`src/rtl/switch_conditioner_if.sv`:
```
// Switch conditioner bus: raw switch inputs and frame tick in, conditioned levels and pulses out.
interface switch_conditioner_if #(
    parameter int WIDTH = 8
);
    logic             tick;
    logic [WIDTH-1:0] switches_raw;
    logic [WIDTH-1:0] switches;
    logic [WIDTH-1:0] pressed;
    logic [WIDTH-1:0] released;
    logic [WIDTH-1:0] repeat_pulse;

    modport master (
        output tick, switches_raw,
        input  switches, pressed, released, repeat_pulse
    );

    modport slave (
        input  tick, switches_raw,
        output switches, pressed, released, repeat_pulse
    );
endinterface

```
`src/rtl/switch_conditioner.sv`:
```
// Per-player switch synchroniser, debouncer and press/release edge generator.
// Optional frame-tick auto-repeat is built when SWITCH_CONDITIONER_REPEAT_EN is defined.
module switch_conditioner_lane #(
    parameter int DEBOUNCE_CYCLES = 1024
`ifdef SWITCH_CONDITIONER_REPEAT_EN
    ,
    parameter int REPEAT_DELAY    = 30,
    parameter int REPEAT_PERIOD   = 6
`endif
) (
    input  logic clk,
    input  logic reset,
`ifdef SWITCH_CONDITIONER_REPEAT_EN
    input  logic tick,
`endif
    input  logic raw,
    output logic level,
    output logic press,
    output logic rel,
    output logic rpt
);
    localparam int CW = $clog2(DEBOUNCE_CYCLES + 1);

    logic          s1, s2;
    logic [CW-1:0] cnt;
    logic          accept;

    // A differing sample on the last count slot commits the new level.
    assign accept = (s2 != level) && (cnt == CW'(DEBOUNCE_CYCLES - 1));

    always_ff @(posedge clk or posedge reset) begin
        if (reset) begin
            s1    <= 1'b0;
            s2    <= 1'b0;
            level <= 1'b0;
            press <= 1'b0;
            rel   <= 1'b0;
            cnt   <= '0;
        end else begin
            s1    <= raw;
            s2    <= s1;
            press <= accept & s2;
            rel   <= accept & ~s2;
            if (accept)
                level <= s2;
            if (s2 == level || accept)
                cnt <= '0;
            else
                cnt <= cnt + 1'b1;
        end
    end

`ifdef SWITCH_CONDITIONER_REPEAT_EN
    logic [7:0] rc;
    logic       first;
    logic [7:0] target;

    assign target = first ? 8'(REPEAT_DELAY) : 8'(REPEAT_PERIOD);

    // Release acceptance wins over a coincident tick so no pulse lands on the falling cycle.
    always_ff @(posedge clk or posedge reset) begin
        if (reset) begin
            rc    <= '0;
            first <= 1'b0;
            rpt   <= 1'b0;
        end else begin
            rpt <= 1'b0;
            if (accept && !s2) begin
                rc    <= '0;
                first <= 1'b0;
            end else if (press) begin
                rc    <= '0;
                first <= 1'b1;
            end else if (level && tick) begin
                if (rc + 8'd1 == target) begin
                    rpt   <= 1'b1;
                    rc    <= '0;
                    first <= 1'b0;
                end else begin
                    rc <= rc + 8'd1;
                end
            end
        end
    end
`else
    assign rpt = 1'b0;
`endif
endmodule

module switch_conditioner #(
    parameter int WIDTH           = 8,
    parameter int DEBOUNCE_CYCLES = 1024,
    parameter int REPEAT_DELAY    = 30,
    parameter int REPEAT_PERIOD   = 6
) (
    input  logic                  clk,
    input  logic                  reset,
    switch_conditioner_if.slave   sc
);
    logic [WIDTH-1:0] level, press, rel, rpt;

    for (genvar i = 0; i < WIDTH; i++) begin : g_lane
        switch_conditioner_lane #(
            .DEBOUNCE_CYCLES (DEBOUNCE_CYCLES)
`ifdef SWITCH_CONDITIONER_REPEAT_EN
            ,
            .REPEAT_DELAY    (REPEAT_DELAY),
            .REPEAT_PERIOD   (REPEAT_PERIOD)
`endif
        ) u_lane (
            .clk   (clk),
            .reset (reset),
`ifdef SWITCH_CONDITIONER_REPEAT_EN
            .tick  (sc.tick),
`endif
            .raw   (sc.switches_raw[i]),
            .level (level[i]),
            .press (press[i]),
            .rel   (rel[i]),
            .rpt   (rpt[i])
        );
    end

    assign sc.switches     = level;
    assign sc.pressed      = press;
    assign sc.released     = rel;
    assign sc.repeat_pulse = rpt;
endmodule

```
`src/flat_wrapper.sv`:
```
// flat-port wrapper written by rule: the top's interface ports become plain ports
module switch_conditioner_flat 
#(
    parameter int WIDTH           = 8,
    parameter int DEBOUNCE_CYCLES = 1024,
    parameter int REPEAT_DELAY    = 30,
    parameter int REPEAT_PERIOD   = 6
)
  (clk, reset, sc_tick, sc_switches_raw, sc_switches, sc_pressed, sc_released, sc_repeat_pulse);
  switch_conditioner_if #(.WIDTH(WIDTH)) sc_i ();
  input  logic clk;
  input  logic reset;
  input wire logic [$bits(sc_i.tick)-1:0] sc_tick;
  input wire logic [$bits(sc_i.switches_raw)-1:0] sc_switches_raw;
  output wire logic [$bits(sc_i.switches)-1:0] sc_switches;
  output wire logic [$bits(sc_i.pressed)-1:0] sc_pressed;
  output wire logic [$bits(sc_i.released)-1:0] sc_released;
  output wire logic [$bits(sc_i.repeat_pulse)-1:0] sc_repeat_pulse;
  assign sc_i.tick = sc_tick;
  assign sc_i.switches_raw = sc_switches_raw;
  assign sc_switches = sc_i.switches;
  assign sc_pressed = sc_i.pressed;
  assign sc_released = sc_i.released;
  assign sc_repeat_pulse = sc_i.repeat_pulse;
  switch_conditioner #(.WIDTH(WIDTH), .DEBOUNCE_CYCLES(DEBOUNCE_CYCLES), .REPEAT_DELAY(REPEAT_DELAY), .REPEAT_PERIOD(REPEAT_PERIOD)) u_core (.clk(clk), .reset(reset), .sc(sc_i));
endmodule
```
`config.mk`:
```
export PLATFORM = sky130hd
export DESIGN_NAME = switch_conditioner_flat
export DESIGN_NICKNAME = d
export VERILOG_FILES = /design/src/rtl/switch_conditioner_if.sv /design/src/rtl/switch_conditioner.sv /design/src/flat_wrapper.sv
export SDC_FILE = /design/constraint.sdc
export NUM_CORES = 1
export LEC_CHECK = 0
export CAP_MARGIN = 10
export CELL_PAD_IN_SITES_DETAIL_PLACEMENT = 0
export CELL_PAD_IN_SITES_GLOBAL_PLACEMENT = 1
export CORE_ASPECT_RATIO = 0.6
export CORE_MARGIN = 4
export CORE_UTILIZATION = 50
export CTS_BUF_LIST = sky130_fd_sc_hd__clkbuf_8
export DETAILED_ROUTE_END_ITERATION = 8
export PLACE_DENSITY = 0.93
export SLEW_MARGIN = 30
export SYNTH_ARGS = -nofsm -noshare
export SYNTH_HDL_FRONTEND = slang
export SYNTH_SLANG_ARGS = --single-unit
```
`constraint.sdc`:
```
create_clock -name clk -period 7.8 [get_ports clk]
set_clock_uncertainty 0.1 [all_clocks]
set_input_delay 1.17 -clock clk [delete_from_list [all_inputs] [get_ports clk]]
set_output_delay 1.17 -clock clk [all_outputs]
set_load 0.02 [all_outputs]
```
* Yosys cells after proc, flatten, opt, wreduce, memory -nomap -nowiden *
Cells that the tools add are included.

word-level totals
  flip-flop bits (word level) = 128
  bits of input ports = 11
  logic and storage cells = 128

cells by class
  add/sub/neg operators = 8
  equality and inequality tests = 24
  mux-type cells = 8
  bitwise gates (word level) = 24
  reduce and logical (&&, ||, !) cells = 16

operators by type and width
  operator                 count
  $add A11 B1 Y11 const B  8
  $eq A11 B10 Y1 const B   8
  $mux W11                 8
  $and A1 B1 Y1            16
  $eq A1 B1 Y1             8
  $logic_and A1 B1 Y1      8
  $logic_or A1 B1 Y1       8
  $ne A1 B1 Y1             8
  $not A1 Y1               8

* Longest topological paths before layout *
  depth after elaboration = 4
  gate-level depth with buffers = 4
  mapped depth without buffers = 4

* Modules after synthesis *
A second synthesis with hierarchy kept.

second synthesis, totals
  cells, all modules = 480
  area total of the unflattened synthesis = 5575.3 sq um

by module, submodules not included
  module                   instances  cells each  area each (sq um)  sequential area each (sq um)
  switch_conditioner_lane  8          60          696.9              400.4

* Least setup slack after synthesis *
Ideal clock, no wire load.

  kind = reg-to-output
  start point = reg u_core.g_lane[1].u_lane.level
  end point = out sc_switches[1]
  data arrival time = 0.554 ns
  data required time = 6.530 ns
  slack = 5.976 ns
  stages on the path, launching flop included = 2
  path buffers = 1
  path through = dfrtp_1 > buf_4

RTL lines
  item                    RTL line                  text
  start, declared         switch_conditioner.sv:17  output logic level,
  start signal, assigned  switch_conditioner.sv:35  level <= 1'b0;
  start signal, assigned  switch_conditioner.sv:45  level <= s2;
  end, declared           flat_wrapper.sv:15        output wire logic [$bits(sc_i.switches)-1:0] sc_switches;

No word-level cell between the ends.

* Worst setup path in the final report *
  start point = reg u_core.g_lane[6].u_lane.level
  end point = out sc_switches[6]

RTL lines
  item                    RTL line
  start, declared         switch_conditioner.sv:17
  start signal, assigned  switch_conditioner.sv:35
  start signal, assigned  switch_conditioner.sv:45

No word-level cell between the ends.

==> summary.md <==
| Metric | Value |
|---|---|
| Result of the run | `finished clean` |
| Family with the most delay on the worst path | `buffers and inverters` |
| WP data required | `between 6 and 7 ns` |
| Cell breakdown of the critical path | `clkdlybuf4s50_1` |
| Leftover overflow at the end of global routing | `0` |
| Fraction of the yosys area taken by sequential cells | `a little under three fifths` |
| Insertion delay of the later-clocked pin in the worst-skew pair | `approximately 0.42 ns` |
| Number of filler cells placed in the layout | `885` |
| HPWL after DPL | `around 6800 µm` |
| Pre-antenna DRT Iters | `4` |
| Final count of hold timing violations | `0` |
| Critical path endpoint category | `primary output` |
| Worst Hold Class | `reg -> reg` |
| Antenna-violating nets left | `0` |
| Post-synthesis average cell area | `between 10 and 15 µm²` |
| Data arrival time of the worst path | `1.53 ns` |
| Die width | `about 150 µm` |
| Deepest level of the CTS H-tree | `4` |
| Part of the cycle the worst path needs | `between 30% and 40%` |
| Fin Setup TNS | `0 ns` |
| RSZ-0062 raised after global routing | `no` |
| Maximum fanout encountered on the critical timing path | `5` |
| Sink Count | `128` |
| Rel. slew slack | `between 40% and 50%` |
| Stage delay of the slowest cell on the critical path | `0.65 ns` |
| Utilization of the core after routing | `between 50% and 60%` |
| Pin count of the biggest net entering global routing | `79` |
| Antenna violations before repair | `0` |
| Starting Density | `52.4%` |
| Routed length per instance | `roughly 15 µm` |
| Final-report max-slew violation count | `0` |
| Power per Cell Area | `202 nW/µm²` |
| Post-route DRC violation count | `0` |
| Critical path launch point type | `register` |
| Average via count per standard cell | `5.62` |
| Worst hold slack | `between 0.2 and 0.3 ns` |
| Net total in the final layout | `537` |
| Clock transition at the registers of the reported paths | `around 0.070 ns` |
| Final weighted congestion in routability-driven placement | `around 0.74` |
| Minimum clock period | `between 2 and 3 ns` |
| Height of the die | `roughly 90 µm` |
| Yosys cell types | `25` |
| Most common library cell in the layout ignoring fill and taps | `dfrtp_1` |
| Number of antenna repair diodes | `0` |
| Number of instances in the synthesized netlist | `490` |
| Core Area | `roughly 11000 µm²` |
| Max-capacitance violation count | `0` |
| Global-route wire length before repair | `around 18000 µm` |
| F_max | `between 300 and 400 MHz` |
| Top-level I/O count | `43` |
| Setup-violating endpoint count in the final report | `0` |
| Worst Tran Pin Value | `around 0.89 ns` |
| Total leakage power | `0.00266 µW` |
| Via count | `about 3800` |
| Cell types with the largest area share after synthesis | `dfrtp_1 57%, buf_4 4.3%, a21oi_1 3.5%, xor2_1 3.4%, nand3_1 2.8%` |
| Share of layout cells above drive strength 1 | `about a tenth` |
| Synthesized cell area | `~5600 µm²` |
| Critical setup path kind | `reg -> out` |
| CTS Root Buffer Type | `clkbuf_8` |
| Number of buffers inserted to repair setup after CTS | `0` |
| Cell with the biggest individual delay on the critical path | `clkdlybuf4s50_1` |
| Critical path buffers and inverters | `1` |
| Final wirelength | `~10000 µm` |
| Total clock buffers created by CTS | `17` |
| Worst-case clock buffer depth | `2` |
| Library cell with the largest summed area after synthesis | `dfrtp_1` |
| TritonCTS clock tree | `done` |
| Yosys synthesis warning count | `0` |
| Area of the die | `~13000 µm²` |
| Count of hold buffers inserted by post-cts repair | `0` |
| Post-cts resize count | `0` |
| Vias in the first global route | `approximately 3700` |
| Synth Register Bits | `128` |
| Number of DRC markers in iteration 0 | `between 200 and 300` |
| Largest voltage drop on the vdd net | `about 0.00011 V` |
| Port-buffer cells | `33` |
| Overall routing resource usage | `between 15 and 20%` |
| Leading cell types in the layout, fill and taps excluded | `128 x dfrtp_1, 40 x a21oi_1, 33 x clkdlybuf4s50_1` |
| Number of core rows | `29` |
| Synth-to-Final Area Change | `12.0%` |
| Area share of the leading cell type in the synthesized netlist | `56.7%` |
[layer usage]
layer | routed length (µm) | part of all wire (%) | vias to the layer above | GRT usage, %
li1 | - | - | 1811 | -
met1 | 5000 | 50 | 1873 | 22.5
met2 | 4560 | 45 | 61 | 24.5
met3 | 420 | 4.2 | 6 | 5.57
met4 | 50 | 0.50 | 0 | 5.13
met5 | 0 | 0 | - | 0
[Yosys cell counts]
cell type  count
or4_1         16
or3_1         24
o21ai_0       24
nand4_1       14
or4_4          8
buf_4         32
nor3b_1       16
and2_1         2
nand2_1       16
mux2_4         7
o31ai_1       16
nand3_1       32
dfrtp_1      128
xor2_1        22
conb_1         1
nor2_1        30
nand4_2        2
inv_1         17
o311a_1        8
mux2_1         1
a21oi_1       40
ha_1           8
xnor2_1       10
o41ai_2        8
and3_1         8
[path summary, 6_finish.rpt]
check / slack [ns] / from / end / cells past startpoint
max in group asynchronous: 5.43 / reset / u_core.g_lane[0].u_lane.cnt[10] / 3
min in group asynchronous: 1.07 / reset / u_core.g_lane[7].u_lane.s2 / 2
setup reg to reg: 5.73 / u_core.g_lane[4].u_lane.cnt[0] / u_core.g_lane[4].u_lane.cnt[3] / 4
hold reg to reg: 0.26 / u_core.g_lane[0].u_lane.s1 / u_core.g_lane[0].u_lane.s2 / 0
setup / recovery: 5.00 / u_core.g_lane[6].u_lane.level / sc_switches[6] / 1
hold / removal: 0.26 / u_core.g_lane[0].u_lane.s1 / u_core.g_lane[0].u_lane.s2 / 0
[worst register-to-register path, cell delays in order, from the launching register on]
cell and delay [ns]:
dfrtp_1 0.41, ha_1 0.23, nand4_1 0.29, o41ai_2 0.78, nor2_1 0.12
[flip-flops by register name (all words and copies together), names as in the netlist]
signal and count:
u_core.g_lane.u_lane.cnt 88, u_core.g_lane.u_lane.level 8, u_core.g_lane.u_lane.press 8, u_core.g_lane.u_lane.rel 8, u_core.g_lane.u_lane.s1 8, u_core.g_lane.u_lane.s2 8
[final cells by class]
class,instances,area (µm²),area share [%]
Clock inverter,10,96.3,1.52
Tap cell,139,174,2.75
Inverter,17,66.3,1.05
Clock buffer,20,275,4.35
Sequential cell,128,3200,50.7
Multi-Input combinational cell,320,2170,34.3
Timing Repair Buffer,34,342,5.40
[per-stage QoR]
step	total power [µW]	setup WS, ns	cell area [µm²]	cells
after detailed placement	755	4.58	5950	638
after global routing	1340	4.92	6320	668
after global placement	753	4.61	5950	638
after CTS	1290	4.97	6320	668
final	1280	5.00	6320	668
after floorplan	740	3.12	5670	497
[power breakdown]
| group | switching (µW) | internal (µW) | total, µW |
|---|---|---|---|
| Sequential | 14.4 | 678 | 692 |
| Clock | 237 | 300 | 537 |
| Combinational | 32.6 | 17.4 | 49.9 |
[kinds of logic (layout without fill, tap and decap cells)]
| logic type | count (synthesis) | in the layout | synth area share, % |
|---|---|---|---|
| compound gates | 96 | 96 | 11.5 |
| xor+xnor | 32 | 32 | 4.96 |
| fa+ha+maj | 8 | 8 | 1.77 |
| buf+inv | 49 | 81 | 5.38 |
| flops | 128 | 128 | 56.7 |
| mux | 8 | 8 | 2.06 |
| other cells | 1 | 8 | 0.0664 |
| simple gates | 168 | 168 | 17.5 |
No activity file was read; power rests on OpenSTA's default activity.
